==> config.mk <==
export PLATFORM = sky130hd
export DESIGN_NAME = branch_predictor
export DESIGN_NICKNAME = d
export VERILOG_FILES = /design/src/rtl/bp_pkg.sv /design/src/rtl/bp_sat_ctr.sv /design/src/rtl/branch_predictor.sv
export SDC_FILE = /design/constraint.sdc
export NUM_CORES = 2
export LEC_CHECK = 0
export CELL_PAD_IN_SITES_DETAIL_PLACEMENT = 2
export CELL_PAD_IN_SITES_GLOBAL_PLACEMENT = 2
export CORE_MARGIN = 3
export CORE_UTILIZATION = 35
export CTS_BUF_LIST = sky130_fd_sc_hd__clkbuf_8
export CTS_CLUSTER_DIAMETER = 50
export CTS_CLUSTER_SIZE = 16
export DETAILED_ROUTE_END_ITERATION = 7
export PLACE_DENSITY = 0.7
export SKIP_CTS_REPAIR_TIMING = 1
export SYNTH_ARGS = -nofsm -noshare
export SYNTH_HDL_FRONTEND = slang
export SYNTH_SLANG_ARGS = --single-unit
export TNS_END_PERCENT = 100
==> constraint.sdc <==
create_clock -name i_clk -period 6 [get_ports i_clk]
set_input_delay 0.9 -clock i_clk [delete_from_list [all_inputs] [get_ports i_clk]]
set_output_delay 0.9 -clock i_clk [all_outputs]
set_load 0.03 [all_outputs]
==> src/rtl/bp_pkg.sv <==
// Shared types and parameter helpers for the branch predictor BTB and its direction counters.
package bp_pkg;

  localparam int unsigned CtrMaxW = 4;
  localparam int unsigned TagMaxW = 30;

  // Fields are sized for the widest legal configuration; narrower configs zero-extend.
  typedef struct packed {
    logic               valid;
    logic [TagMaxW-1:0] tag;
    logic [31:0]        target;
    logic [CtrMaxW-1:0] ctr;
    logic               is_jump;
  } bp_entry_t;

  function automatic int unsigned idx_w(int unsigned entries);
    return $clog2(entries);
  endfunction

  function automatic int unsigned tag_w(int unsigned entries);
    return 30 - $clog2(entries);
  endfunction

  function automatic logic [CtrMaxW-1:0] weak_taken(int unsigned ctr_bits);
    return CtrMaxW'(1 << (ctr_bits - 1));
  endfunction

  function automatic logic [CtrMaxW-1:0] ctr_max(int unsigned ctr_bits);
    return CtrMaxW'((1 << ctr_bits) - 1);
  endfunction

endpackage

==> src/rtl/bp_sat_ctr.sv <==
// Next-state logic of a CTR_BITS-wide saturating up/down direction counter.
module bp_sat_ctr
  import bp_pkg::*;
#(
  parameter int unsigned CTR_BITS = 2
) (
  input  logic [CTR_BITS-1:0] ctr_i,
  input  logic                up_i,
  output logic [CTR_BITS-1:0] ctr_o
);

  localparam logic [CTR_BITS-1:0] CtrTop = CTR_BITS'(ctr_max(CTR_BITS));

  always_comb begin
    ctr_o = ctr_i;
    if (up_i) begin
      if (ctr_i != CtrTop) ctr_o = ctr_i + CTR_BITS'(1);
    end else if (ctr_i != '0) begin
      ctr_o = ctr_i - CTR_BITS'(1);
    end
  end

endmodule

==> src/rtl/branch_predictor.sv <==
// Direct-mapped BTB with saturating direction counters, EX-stage training and perf counters.
module branch_predictor
  import bp_pkg::*;
#(
  parameter int unsigned ENTRIES  = 16,
  parameter int unsigned CTR_BITS = 2,
  parameter int unsigned PRED_EN  = 1
) (
  input  logic        i_clk,
  input  logic        i_reset,
  input  logic [31:0] i_pc_if,
  output logic        o_pred_taken,
  output logic [31:0] o_pred_target,
  input  logic        i_upd_vld,
  input  logic [31:0] i_upd_pc,
  input  logic        i_upd_taken,
  input  logic [31:0] i_upd_target,
  input  logic        i_upd_is_jump,
  input  logic        i_upd_pred_taken,
  input  logic [31:0] i_upd_pred_target,
  output logic        o_mispred,
  output logic [31:0] o_redirect_pc,
  input  logic        i_clr,
  output logic [31:0] o_ctrl_cnt,
  output logic [31:0] o_mispred_cnt
);

  localparam int unsigned IdxW = idx_w(ENTRIES);

  bp_entry_t table_q [ENTRIES];
  bp_entry_t table_d [ENTRIES];
  logic [31:0] ctrl_cnt_q, ctrl_cnt_d;
  logic [31:0] mispred_cnt_q, mispred_cnt_d;

  logic [IdxW-1:0]    if_idx, upd_idx;
  logic [TagMaxW-1:0] if_tag, upd_tag;
  bp_entry_t          if_ent, upd_ent;
  logic               if_hit, upd_hit;
  logic [CTR_BITS-1:0] upd_ctr_cur, upd_ctr_nxt;

  assign if_idx  = i_pc_if[IdxW+1:2];
  assign if_tag  = TagMaxW'(i_pc_if[31:IdxW+2]);
  assign upd_idx = i_upd_pc[IdxW+1:2];
  assign upd_tag = TagMaxW'(i_upd_pc[31:IdxW+2]);

  // Lookups read the registered table, so a same-cycle update is not visible yet.
  assign if_ent  = table_q[if_idx];
  assign upd_ent = table_q[upd_idx];
  assign if_hit  = if_ent.valid && (if_ent.tag == if_tag);
  assign upd_hit = upd_ent.valid && (upd_ent.tag == upd_tag);

  assign o_pred_taken  = (PRED_EN != 0) && if_hit && (if_ent.is_jump || if_ent.ctr[CTR_BITS-1]);
  assign o_pred_target = o_pred_taken ? if_ent.target : i_pc_if + 32'd4;

  assign o_mispred = i_upd_vld && ((i_upd_taken != i_upd_pred_taken) ||
                                   (i_upd_taken && (i_upd_target != i_upd_pred_target)));
  assign o_redirect_pc = i_upd_taken ? i_upd_target : i_upd_pc + 32'd4;

  assign upd_ctr_cur = upd_ent.ctr[CTR_BITS-1:0];

  bp_sat_ctr #(
    .CTR_BITS (CTR_BITS)
  ) u_upd_ctr (
    .ctr_i (upd_ctr_cur),
    .up_i  (i_upd_taken),
    .ctr_o (upd_ctr_nxt)
  );

  always_comb begin
    table_d = table_q;
    if (i_clr) begin
      for (int i = 0; i < int'(ENTRIES); i++) table_d[i].valid = 1'b0;
    end else if (i_upd_vld) begin
      if (upd_hit) begin
        table_d[upd_idx].ctr = CtrMaxW'(upd_ctr_nxt);
        if (i_upd_taken) begin
          table_d[upd_idx].target  = i_upd_target;
          table_d[upd_idx].is_jump = i_upd_is_jump;
        end
      end else if (i_upd_taken) begin
        table_d[upd_idx] = '{valid:   1'b1,
                             tag:     upd_tag,
                             target:  i_upd_target,
                             ctr:     weak_taken(CTR_BITS),
                             is_jump: i_upd_is_jump};
      end
    end
  end

  always_comb begin
    ctrl_cnt_d    = ctrl_cnt_q;
    mispred_cnt_d = mispred_cnt_q;
    if (i_upd_vld && (ctrl_cnt_q != '1)) ctrl_cnt_d = ctrl_cnt_q + 32'd1;
    if (o_mispred && (mispred_cnt_q != '1)) mispred_cnt_d = mispred_cnt_q + 32'd1;
  end

  always_ff @(posedge i_clk or negedge i_reset) begin
    if (!i_reset) begin
      for (int i = 0; i < int'(ENTRIES); i++) table_q[i] <= '0;
      ctrl_cnt_q    <= '0;
      mispred_cnt_q <= '0;
    end else begin
      table_q       <= table_d;
      ctrl_cnt_q    <= ctrl_cnt_d;
      mispred_cnt_q <= mispred_cnt_d;
    end
  end

  assign o_ctrl_cnt    = ctrl_cnt_q;
  assign o_mispred_cnt = mispred_cnt_q;

endmodule

==> impl_metrics.py <==
metrics = {
    "global_routing": {
        "first_global_vias": 40900,
        "gr-usage-all-layers_pct": 25.9,
        "grt_max_degree": 160,
        "grt_antenna_before_repair": 17,
        "grt.overflow.total": 0,
        "grt_pass1_wl_mm": 308,
    },
    "layout": {
        "drive_above_1_share_pct": 42.4,
        "syn2layout_area_growth_pct": 16.3,
        "final_nets": 4238,
        "final_util_pct": 41.3,
    },
    "sta": {
        "setup_violations": 0,
        "fin_ws_ns": 0.227,
        "period_share_pct": 96.2,
        "slew_violations": 0,
        "holdWs_ns": 0.0382,
        "rsz0062_at_grt": "no",
        "hold_viol_final": 0,
        "finClkSkew_ns": 0.0529,
        "worst_pin_slew_ns": 1.16,
        "layout_min_cycle_time_ns": 5.77,
        "tns_ns": 0,
        "fmax_ghz": 0.173,
        "slew_headroom_pct": 22.5,
    },
    "synthesis": {
        "syn_area_per_cell_um2": 14.5,
        "yosysSeqAreaShare_pct": 47.4,
        "synthArstFlopShare_pct": 100,
        "synth_nets": 3983,
        "synth.cell_area_mm2": 0.0558,
        "yosys-top-cells-area": "dfrtp_1 (47%), mux4_2 (14%), mux2_2 (12%)",
        "ys_ff_latch": 1056,
        "yosysUniqueCellTypes": 75,
        "yosysWarnings": 0,
        "synth_top_cell_by_area": "dfrtp_1",
        "synth_top_cell_area_share_pct": 47.4,
        "synth_ff_type": "dfrtp_1",
        "synth-edff-count": 0,
        "syn_inst": 3841,
    },
    "power": {
        "power.density_mw_per_mm2": 292,
        "p_int_mw": 13.1,
        "switchingPower_mw": 5.86,
        "worst_ir_drop_vdd_v": 0.000235,
        "sw_frac_of_total_pct": 30.9,
        "seqPwrFrac_pct": 46.0,
        "p_comb_share_pct": 18.9,
        "p_clk_share_pct": 35.1,
        "power_leakage_nw": 28.9,
    },
    "worst_setup_path": {
        "crit_fanout": 4,
        "worst_path_max_delay_cell": "xor2_1",
        "worstSetupStartpoint": "i_upd_pc[6]",
        "critPathBufInv": 3,
        "reg2reg_from": "table_q[328]",
        "cp_data_arrival_time_ns": 4.87,
        "cp-end-kind": "output port",
        "cpMostUsedCell": "nor2b_1",
        "cpPeakStageDelay_ns": 0.67,
        "critical_path_required_ns": 5.10,
        "start_kind": "input port",
        "crit_type": "input port to output port",
        "cpLargestDelayFamily": "simple AND/OR/NAND/NOR gates",
        "cp_cell_sequence": "clkdlybuf4s50_1 > and4_1 > and3_1 > nor2b_1 > nor2b_1 > buf_4 > and3_1 > nor2b_1 > nand3_1 > xor2_1 > o21ai_0 > buf_12",
    },
    "drt": {
        "top_layer_used": "met5",
        "wl_met1_mm": 90.9,
        "viasPerCell": 5.87,
        "wl_mm": 213,
        "drc": 0,
        "wl_met3_mm": 14.4,
        "drt-initial-drc-count": 2823,
        "antenna_left": 0,
        "drt-wirelength-per-cell_um": 34.0,
        "dr.pass1.iters": 5,
        "met2_length_mm": 99.8,
        "vias": 36900,
    },
    "floorplanning": {
        "die-area_mm2": 0.164,
        "die_y_um": 405,
        "core-area_mm2": 0.157,
        "initial_core_util_pct": 35.5,
        "dieWidth_um": 405,
        "num_rows": 145,
        "ioPinCount": 265,
    },
    "place": {
        "gp_congestion": 0.899,
        "dp_slack_ns": -0.140,
        "dp_hpwl_mm": 144,
        "port_buffers": 264,
    },
    "run_status": {
        "outcome": "complete, no violations",
    },
    "clock_network": {
        "htree_levels": 4,
        "worstSkewPairLatency_ns": 0.91,
        "cts_root_buffer": "clkbuf_8",
        "cts_tree": "done",
        "clk_pin_slew_ns": 0.08,
        "cts_inserted_buffers": 145,
        "clock-sinks": 1056,
        "cts_buffer_depth": 3,
    },
    "job": {
        "maxCapViolations": 0,
    },
    "min_path": {
        "hold_path_class": "input port to async pin",
    },
}
==> cells by family (layout without fill, tap and decap cells) <==
group                      after synthesis  after routing  share of synthesized area, %
AOI/OAI and AO/OA                      268            268                          3.32
xor gates and xnor gates               196            196                          3.08
adders and majority gates                9              9                         0.193
buffers and inverters                  390            763                          3.57
DFF                                   1056           1056                          47.4
muxes                                 1452           1452                          38.2
other                                    0             11                             0
and+or+nand+nor                        470            470                          4.34
==> area by class of cell <==
type	instances	area, um^2
fillers	15300	92400
inverters	24	92.6
multi-input cells	2395	27400
repair buffers	474	4970
clock buffers	152	2090
diodes	11	27.5
clock inverters	113	1290
well taps	2058	2570
flip-flops and latches	1056	26400
==> flip-flops by register name, indices dropped and copies added (netlist names) <==
register and flops:
o_ctrl_cnt 32, o_mispred_cnt 32, table_q 992
==> worst paths after layout <==
check	end	slack, ns	depth (start not counted)
max	o_redirect_pc[31]	0.23	12
min	table_q[655]	0.04	1
max reg2reg	table_q[116]	1.93	11
min reg2reg	o_ctrl_cnt[26]	0.49	1
max in group asynchronous	o_ctrl_cnt[2]	4.49	2
min in group i_clk	o_ctrl_cnt[26]	0.49	1
==> power groups by stage <==
| stage | clock network, mW | logic [mW] | registers [mW] |
|---|---|---|---|
| 5_1_grt | 7.14 | 3.80 | 8.82 |
| 3_3_place_gp | 0 | 3.48 | 8.75 |
| 3_5_place_dp | 0 | 3.58 | 8.82 |
| 6_report | 6.67 | 3.59 | 8.72 |
| 4_1_cts | 6.83 | 3.61 | 8.70 |
| 2_1_floorplan | 0 | 2.26 | 8.61 |
==> cells in the mapped netlist, types with 26 or more instances <==
cell,number
nand3_1,45
buf_6,57
nand4_1,41
mux2_1,131
buf_2,42
buf_1,43
xor2_1,78
and3_1,26
a21oi_1,29
nand2_1,178
nor2_1,61
mux2i_1,103
clkbuf_1,211
o21ai_0,66
mux2_2,578
mux4_2,355
xnor2_1,118
mux2_4,285
dfrtp_1,1056
==> per-stage QoR <==
step | std cells | power [mW] | area [um^2]
after floorplan | 3841 | 10.9 | 55800
final | 6283 | 19.0 | 64900
after CTS | 6273 | 19.1 | 64900
after global routing | 6275 | 19.8 | 64900
after detailed placement | 6008 | 12.4 | 61500
after global placement | 6008 | 12.2 | 61500
==> worst register-to-register path, cell delays in order, from the launching register on <==
cell	delay, ns
dfrtp_1	0.40
mux4_2	0.48
nor2_1	0.34
o21ai_0	0.30
a41oi_1	0.26
or4_1	0.23
nor3_2	0.08
nand3_2	0.13
buf_12	0.21
nor2b_4	0.92
buf_12	0.29
mux2_4	0.31
==> cells in the final DEF, fill, tap and decap left out, types with 78 or more instances in the layout <==
cell and n:
buf_4 192, clkbuf_8 152, clkdlybuf4s50_1 206, dfrtp_1 1056, mux2_1 131, mux2_2 578, mux2_4 285, mux2i_1 103
mux4_2 355, nand2_1 162, xnor2_1 118, xor2_1 78
==> metal layers <==
layer,GRT usage [%],vias up
met1,34.7,20400
met5,0,-
met4,9.78,2
met3,5.77,352
met2,41.2,1247
li1,-,14900
(Power assumes the default switching activity.)
